## config.mk

```make
export PLATFORM = sky130hd
export DESIGN_NAME = booth_mul_seq
export DESIGN_NICKNAME = d
export VERILOG_FILES = /design/src/rtl/alu_pkg.sv /design/src/rtl/booth_pair_recoder.sv /design/src/rtl/booth_mul_seq.sv
export SDC_FILE = /design/constraint.sdc
export NUM_CORES = 1
export LEC_CHECK = 0
export BUFFER_PORTS_ARGS = -buffer_cell sky130_fd_sc_hd__buf_4
export CAP_MARGIN = 0
export CORE_UTILIZATION = 59
export CTS_BUF_LIST = sky130_fd_sc_hd__clkbuf_4 sky130_fd_sc_hd__clkbuf_8 sky130_fd_sc_hd__clkbuf_16
export DETAILED_ROUTE_END_ITERATION = 6
export GPL_ROUTABILITY_DRIVEN = 0
export PLACE_DENSITY = 0.82
export SYNTH_ARGS = -nofsm -noshare
export SYNTH_HDL_FRONTEND = slang
export SYNTH_SLANG_ARGS = --single-unit
export TNS_END_PERCENT = 1
```

## constraint.sdc

```tcl
create_clock -name clk -period 6.7 [get_ports clk]
set_clock_uncertainty 0.05 [all_clocks]
set_input_delay 0.335 -clock clk [delete_from_list [all_inputs] [get_ports clk]]
set_output_delay 0.335 -clock clk [all_outputs]
set_load 0.005 [all_outputs]
```

## src/rtl/alu_pkg.sv

```systemverilog
// Shared ALU definitions: multiplier FSM states, Booth digit selects, default multiply width.
// Pure declarations, no latency and no flow control.
package alu_pkg;

  localparam int MUL_WIDTH = 32;

  typedef enum logic [1:0] {
    IDLE = 2'd0,
    CALC = 2'd1,
    DONE = 2'd2
  } mul_state_e;

  // Booth digit selects, packed as {zero, two, neg}
  localparam logic [2:0] ZERO = 3'b100;
  localparam logic [2:0] POS1 = 3'b000;
  localparam logic [2:0] POS2 = 3'b010;
  localparam logic [2:0] NEG1 = 3'b001;
  localparam logic [2:0] NEG2 = 3'b011;

  function automatic logic [2:0] booth_digit(input logic [2:0] bits);
    logic [2:0] sel;
    case (bits)
      3'b001, 3'b010: sel = POS1;
      3'b011:         sel = POS2;
      3'b100:         sel = NEG2;
      3'b101, 3'b110: sel = NEG1;
      default:        sel = ZERO;
    endcase
    return sel;
  endfunction

endpackage

```

## src/rtl/booth_pair_recoder.sv

```systemverilog
// Radix-4 Booth recoder: three overlapping multiplier bits -> {zero, two, neg} digit selects.
// Combinational, zero latency; no flow control.
module booth_pair_recoder
  import alu_pkg::*;
(
  input  logic [2:0] bits,
  output logic       zero,
  output logic       two,
  output logic       neg
);

  assign {zero, two, neg} = booth_digit(bits);

endmodule

```

## src/rtl/booth_mul_seq.sv

```systemverilog
// Sequential radix-4 Booth multiplier, one digit pair per clock; optional unsigned mode via MUL_UNSIGNED_EN.
// Latency WIDTH/2 edges from accept to done (WIDTH/2+1 for unsigned); start ignored while busy.
module booth_mul_seq
  import alu_pkg::*;
#(
  parameter int WIDTH = MUL_WIDTH
) (
  input  logic                 clk,
  input  logic                 rst_n,
  input  logic                 start,
`ifdef MUL_UNSIGNED_EN
  input  logic                 is_unsigned,
`endif
  input  logic [WIDTH-1:0]     multiplicand,
  input  logic [WIDTH-1:0]     multiplier,
  output logic                 busy,
  output logic                 done,
  output logic [2*WIDTH-1:0]   product
);

  // Unsigned operands need one extra accumulator bit and a zero-extended multiplier digit.
`ifdef MUL_UNSIGNED_EN
  localparam int AW = WIDTH + 3;
  localparam int QW = WIDTH + 2;
`else
  localparam int AW = WIDTH + 2;
  localparam int QW = WIDTH;
`endif
  localparam int PW = AW + QW + 1;
  localparam int CW = $clog2(WIDTH);
  localparam logic [CW-1:0] LAST_S = CW'(WIDTH / 2 - 1);

  mul_state_e         state;
  logic [AW-1:0]      m_reg;
  logic [PW-1:0]      p_reg;
  logic [CW-1:0]      count;
  logic [CW-1:0]      last;

  logic               zero, two, neg;
  logic [AW-1:0]      m_sel, addend, acc_sum;
  logic [PW-1:0]      p_nxt;
  logic [2*WIDTH-1:0] prod_nxt;
  logic [AW-1:0]      m_ext;
  logic [QW-1:0]      q_ext;
  logic [CW-1:0]      last_ext;

`ifdef MUL_UNSIGNED_EN
  logic uns_reg;
  logic sx;

  assign sx       = ~is_unsigned;
  assign m_ext    = {{3{sx & multiplicand[WIDTH-1]}}, multiplicand};
  assign q_ext    = {{2{sx & multiplier[WIDTH-1]}}, multiplier};
  assign last_ext = is_unsigned ? CW'(WIDTH / 2) : LAST_S;
  // Signed ops stop one digit early, leaving the product two bits higher in P.
  assign prod_nxt = uns_reg ? p_nxt[2*WIDTH:1] : p_nxt[2*WIDTH+2:3];
`else
  assign m_ext    = {{2{multiplicand[WIDTH-1]}}, multiplicand};
  assign q_ext    = multiplier;
  assign last_ext = LAST_S;
  assign prod_nxt = p_nxt[2*WIDTH:1];
`endif

  booth_pair_recoder u_recoder (
    .bits (p_reg[2:0]),
    .zero (zero),
    .two  (two),
    .neg  (neg)
  );

  always_comb begin
    m_sel  = two ? {m_reg[AW-2:0], 1'b0} : m_reg;
    addend = '0;
    if (!zero) addend = neg ? (~m_sel + AW'(1)) : m_sel;
    acc_sum = p_reg[PW-1 -: AW] + addend;
    p_nxt   = PW'($signed({acc_sum, p_reg[PW-AW-1:0]}) >>> 2);
  end

  always_ff @(posedge clk or negedge rst_n) begin
    if (!rst_n) begin
      state   <= IDLE;
      m_reg   <= '0;
      p_reg   <= '0;
      count   <= '0;
      last    <= '0;
      busy    <= 1'b0;
      done    <= 1'b0;
      product <= '0;
`ifdef MUL_UNSIGNED_EN
      uns_reg <= 1'b0;
`endif
    end else begin
      case (state)
        IDLE, DONE: begin
          done <= 1'b0;
          if (start) begin
            m_reg <= m_ext;
            p_reg <= {{AW{1'b0}}, q_ext, 1'b0};
            count <= '0;
            last  <= last_ext;
            busy  <= 1'b1;
            state <= CALC;
`ifdef MUL_UNSIGNED_EN
            uns_reg <= is_unsigned;
`endif
          end else begin
            state <= IDLE;
          end
        end
        CALC: begin
          p_reg <= p_nxt;
          count <= count + CW'(1);
          if (count == last) begin
            product <= prod_nxt;
            done    <= 1'b1;
            busy    <= 1'b0;
            state   <= DONE;
          end
        end
        default: state <= IDLE;
      endcase
    end
  end

endmodule
```

# After elaboration in Yosys (flattened, before gate mapping)
# Cells that the tools add are included.
# op_classes
n_reduce_logical	10
n_bitwise	1
eq_ne	11
addsub	3
muxes	16
# op_table
cell	count
67-bit case mux with 2 select lines	1
34-bit two-way mux	2
67-bit two-way mux	1
34-bit by 1-bit adder with 34-bit output (second input constant)	1
34-bit adder	1
34-bit inverter	1
32-bit two-way mux	1
3-bit case mux with 4 select lines	1
5-bit case mux with 2 select lines	1
3-bit == test (second input constant)	3
2-bit AND reduction	4
3-bit by 2-bit == test with 1-bit output (second input constant)	2
2-bit OR reduction	3
5-bit by 1-bit adder with 5-bit output (second input constant)	1
5-bit by 4-bit == test with 1-bit output	1
5-bit two-way mux	1
1-bit two-way mux	4
2-bit inequality test (second input constant)	2
1-bit case mux with 2 select lines	2
2-bit case mux with 2 select lines	1
3-bit by 1-bit == test with 1-bit output (second input constant)	1
3-bit AND reduction	1
2-bit by 1-bit == test with 1-bit output (second input constant)	1
2-bit == test (second input constant)	1
3 further kinds	3
# word_totals
output_inout_bits	66
ff_bits	173
inputBits	67

# Depth between registers and ports, before layout
# logic_depth
word_depth	10
depth_mapped	27

# Hierarchy
# A second synthesis with hierarchy kept.
# hier_totals
hier_cells	1067
area_unflattened_um2	9788.1
# modules_own_cells
mod	area_per_inst_um2	cells_per_inst	instances	seq_area_each_um2
booth_mul_seq	9750.6	1060	1	4279.1
booth_pair_recoder	37.5	7	1	0.0

# Worst setup path before layout
# Ideal clock, no wire load.
# synth_timing
path_type	reg2reg
start	reg p_reg[1]
end	reg product[63]
required_time_ns	6.525
t_arrival_ns	5.686
period_less_slack_ns	5.861
path_buffers	5
slack_ns	0.839
stages_incl_launch_ff	27
setup_time_ns	0.125
path_cell_list	dfrtp_1 -> buf_2 -> or3b_1 -> buf_2 -> nand2_1 -> clkbuf_1 -> mux2i_1 -> ha_1 -> a21boi_1 -> and4_1 -> nand3_1 -> clkbuf_1 -> o31ai_1 -> xnor2_1 -> a22oi_1 -> a21oi_1 -> ha_1 -> clkbuf_1 -> nand3_1 -> a211oi_1 -> o31a_1 -> or3b_2 -> o211ai_1 -> a21oi_1 -> o22a_1 -> xnor2_1 -> mux2_4
# synth_between
elab_chain_len	9
elab_cells_between_ends	15
classes_between	2 x add/sub; 6 x eq/ne; 4 x mux; 1 x bitwise; 2 x reduce/logical
# synth_rtl
element	line_no	rtl
start: declaration	booth_mul_seq.sv:35	logic [PW-1:0] p_reg;
start signal: assignment	booth_mul_seq.sv:98	p_reg <= {{AW{1'b0}}, q_ext, 1'b0};
start signal: assignment	booth_mul_seq.sv:111	p_reg <= p_nxt;
3-bit == test, or another cell as far along	alu_pkg.sv:22	case (bits)
2-bit OR reduction	alu_pkg.sv:22	
3-bit case mux with 4 select lines (*)	alu_pkg.sv:22	
32-bit two-way mux	booth_mul_seq.sv:72	m_sel = two ? {m_reg[AW-2:0], 1'b0} : m_reg;
34-bit inverter	booth_mul_seq.sv:74	if (!zero) addend = neg ? (~m_sel + AW'(1)) : m_sel;
34-bit by 1-bit adder with 34-bit output	booth_mul_seq.sv:74	
34-bit two-way mux	booth_mul_seq.sv:74	
34-bit two-way mux (*)	booth_mul_seq.sv:74	
34-bit adder (*)	booth_mul_seq.sv:75	acc_sum = p_reg[PW-1 -: AW] + addend;
end signal: assignment	booth_mul_seq.sv:114	product <= prod_nxt;
end: declaration	booth_mul_seq.sv:18	output logic [2*WIDTH-1:0] product
# Mark *: on every way between the ends. The rest lies on a longest branch, timed or not.
# A chain may end at the register's enable or synchronous reset.

# Worst setup path after layout
# layout_timing
start	reg p_reg[2]
end	reg product[63]
# The elaborated chain is that of the path after synthesis.

==> summary by stage <==
Place
Summed over all nets, the half-perimeter wirelength after detailed placement is 17580 um. The number of buffers added on ports is 132.

Critical path
The depth of the worst register-to-register path is 21. The sort of element at the end of the critical path is a flip-flop. The worst register-to-register path begins at p_reg[2]. At the worst endpoint, the required time is 6.97 ns. The critical-path maximum fanout is 13. STA puts the critical path data arrival time at 6.43 ns. The worst setup path is launched from a flip-flop. The category of the most critical setup path is reg -> reg. The slack of the worst reg-to-reg path is 0.54 ns. The endpoint identified for the worst register-to-register timing path is product[63].

Worst hold path
The worst hold endpoint is m_reg[6]. In this run the worst hold path is classified as in -> reg. In this run the most critical hold path is launched from multiplicand[6]. The worst hold path was traced through 3 stages.

Layout
The antenna cell count is 0. The flip-flop count of the largest register, all copies and words added is 65. The share of final-layout standard cells stronger than drive strength 1 is 0.2207. The number of filler cells placed in the layout is 1252. The area added between synthesis and finish is 16.25%. The final net count is 1277.

Clock tree
CTS placed an instance of clkbuf_16 at the clock tree root. The worst-case clock buffer depth is 2. The clock sink count is 171. Clock tree synthesis inserted a total of 17 buffers.

Buffers added to address setup during post-CTS repair amount to 0. TritonCTS built the clock tree. The later pin in the worst-skew pair is clocked with a latency of 0.44 ns. The clock transition at the register clock pins on the worst setup and hold paths after CTS is 0.07 ns. The total number of H-tree levels is 4.

Detailed routing
Dividing the detail-routed via count by the number of cells gives 6.277. The overall via count from detail_route is 8832. The final wirelength is 26860 um. The number of design-rule violations left by the first detailed-router iteration is 861. The count of nets left with antenna violations once routing finished came out at 0. For this run, design rule violations remaining after detail routing come to 0.

The detailed-router iteration count before antenna repair is 6. Dividing the detail-routed wire length by the instance count gives 19.09 um.

Global route
The via count of the first global-routing pass is 8636. The first-pass GRT wire length is 44570 um. The number of antenna violations at the first check in global routing is 0. The aggregate global routing overflow is 0.

The total routing usage reported by global routing is 0.3140. Entering global routing, the biggest net connects 92 pins.

Floorplanning
The core region is 16760 um^2. The initial core utilization is 0.6098. The die outline height is 133.6 um. The die outline width is 133.6 um. The floorplan die area is 17850 um^2. The number of I/O pins is 133.

The floorplan has 47 rows.

Logic synthesis
The flip-flop cell with the highest count after synthesis is dfrtp_1. The total number of yosys warnings is 0. By count the netlist is led by nand2_1 (207), dfrtp_1 (171), clkbuf_1 (67).

The netlist area before placement is 10220 um^2. The number of synthesized flops with an enable pin is 0. The number of nets handed over by synthesis was 1197. The cell accounting for the most synthesized area is dfrtp_1. Among all cell types in the netlist, the one instantiated most often is nand2_1.

Ranked by total cell area, the synthesized netlist is headed by dfrtp_1 (42%), nand2_1 (7.6%), mux2_2 (7.2%). The netlist uses 82 different library cells. The top cell type's share of synthesized area is 0.4187. After synthesis, the mean cell area works out to 9.342 um^2.

Synthesis handed over a netlist of 1094 instances. For this run, the register share of the synthesized area comes to 0.4187. Synthesis inferred 171 register bits. In the synthesized netlist the async set-or-reset flop fraction comes to 1.000.

STA
Setup violations remaining at the end of the flow were counted as 0. The clock period minus final worst setup slack is 6.159 ns. The number of hold-slack violations in the final timing report is 0. Of the available clock period, the critical path in the final layout requires 0.9193.

The worst-case headroom to the max-slew limit is 0.3337. The highest attainable clock frequency is 162.4 MHz. At the pin with the least slew margin, the transition time is 0.9995 ns. Adding up every negative setup slack in the final design gives 0 ns. Setup repair after global routing left no endpoint under its margin. The count of final max-slew check failures came to 0.

Run
Across the run, the number of max-cap violations was 0.

Outcome
The flow ran to the end, and the final reports show no timing, DRC or antenna violations.
## worst max-delay path: stages (launching register included)
cell      delay, ns
dfrtp_1        0.59
nor3b_2        0.67
nor2_1         0.13
nand2_1        0.13
ha_1           0.21
a21boi_1       0.27
and4_1         0.32
nand3_1        0.39
or3_1          0.45
o2111a_1       0.14
a311oi_1       0.26
a21oi_1        0.10
ha_1           0.36
inv_1          0.13
o21bai_1       0.11
o31a_1         0.27
or3b_2         0.44
o211ai_1       0.29
a21oi_1        0.13
o22a_1         0.21
xnor2_1        0.15
mux2_4         0.26
## cell usage in the layout (no fill, tap or decap), types with 15 or more instances in the layout
cell,n
nor2_1,55
mux2_2,65
a22o_1,30
mux2i_1,19
xnor2_1,29
nor3_1,15
a21oi_1,43
o21ai_0,45
a31oi_1,15
a21o_1,23
nand3_1,18
xor2_1,19
buf_4,143
dfrtp_1,171
ha_1,35
a22oi_1,39
clkbuf_16,17
nand2_1,207
## kinds of logic (layout without fill, tap and decap cells)
kind of cell,after synthesis,after routing,share of synthesized area
buffers and inverters,97,190,0.03710
XOR/XNOR,48,48,0.04114
AND/OR/NAND/NOR,369,369,0.1653
AO/OA/AOI/OAI,288,288,0.2013
multiplexers,85,85,0.09170
adder cells (fa/ha/maj),36,36,0.04481
flip-flops,171,171,0.4187
## per-stage QoR
stage | cell area (um^2) | util | cells | setup slack [ns] | hold WS, ns
after global placement | 11270 | 0.6726 | 1374 | 0.9358 | 0.4074
after CTS | 11880 | 0.7088 | 1407 | 0.6939 | 0.03097
after global routing | 11880 | 0.7088 | 1407 | 0.1312 | 0.04724
final | 11880 | 0.7088 | 1407 | 0.5407 | 0.04015
after detailed placement | 11270 | 0.6726 | 1374 | 0.7773 | 0.4115
after floorplan | 10220 | - | 1094 | 0.8390 | -0.01059
## how the worst max path moves through the flow
stage / startpoint / end / slack, ns / depth (start not counted)
2_1_floorplan: p_reg[1] / product[63] / 0.84 / 26
3_3_place_gp: p_reg[2] / p_reg[58] / 0.94 / 19
3_5_place_dp: p_reg[2] / product[63] / 0.78 / 21
4_1_cts: p_reg[2] / product[61] / 0.69 / 21
5_1_grt: p_reg[2] / p_reg[58] / 0.13 / 18
6_report: p_reg[2] / product[63] / 0.54 / 21
## metal layers
layer | part of all wire | wire (um) | GRT usage | vias to the layer above
li1 | - | - | - | 4111
met1 | 0.43 | 11590 | 0.4341 | 4245
met2 | 0.46 | 12240 | 0.4754 | 425
met3 | 0.090 | 2405 | 0.08486 | 51
met4 | 0.023 | 626 | 0.1117 | 0
met5 | 0 | 0 | 0 | -
## timing repair
action                                 CTS  global route
resized for setup                        0             0
hold buffers                             1             0
endpoints found under the hold margin   90             0
## final cells by class
type | count | area, um^2 | area share
clock inverters | 15 | 172.7 | 0.01453
multi-input cells | 826 | 5584 | 0.4700
flip-flops and latches | 171 | 4279 | 0.3602
clock buffers | 17 | 425.4 | 0.03581
inverters | 13 | 48.80 | 0.004107
well taps | 220 | 275.3 | 0.02317
repair buffers | 145 | 1095 | 0.09215
Power is not shown: default switching activity piles up to over one toggle a cycle in this logic, so the estimate is an artifact.
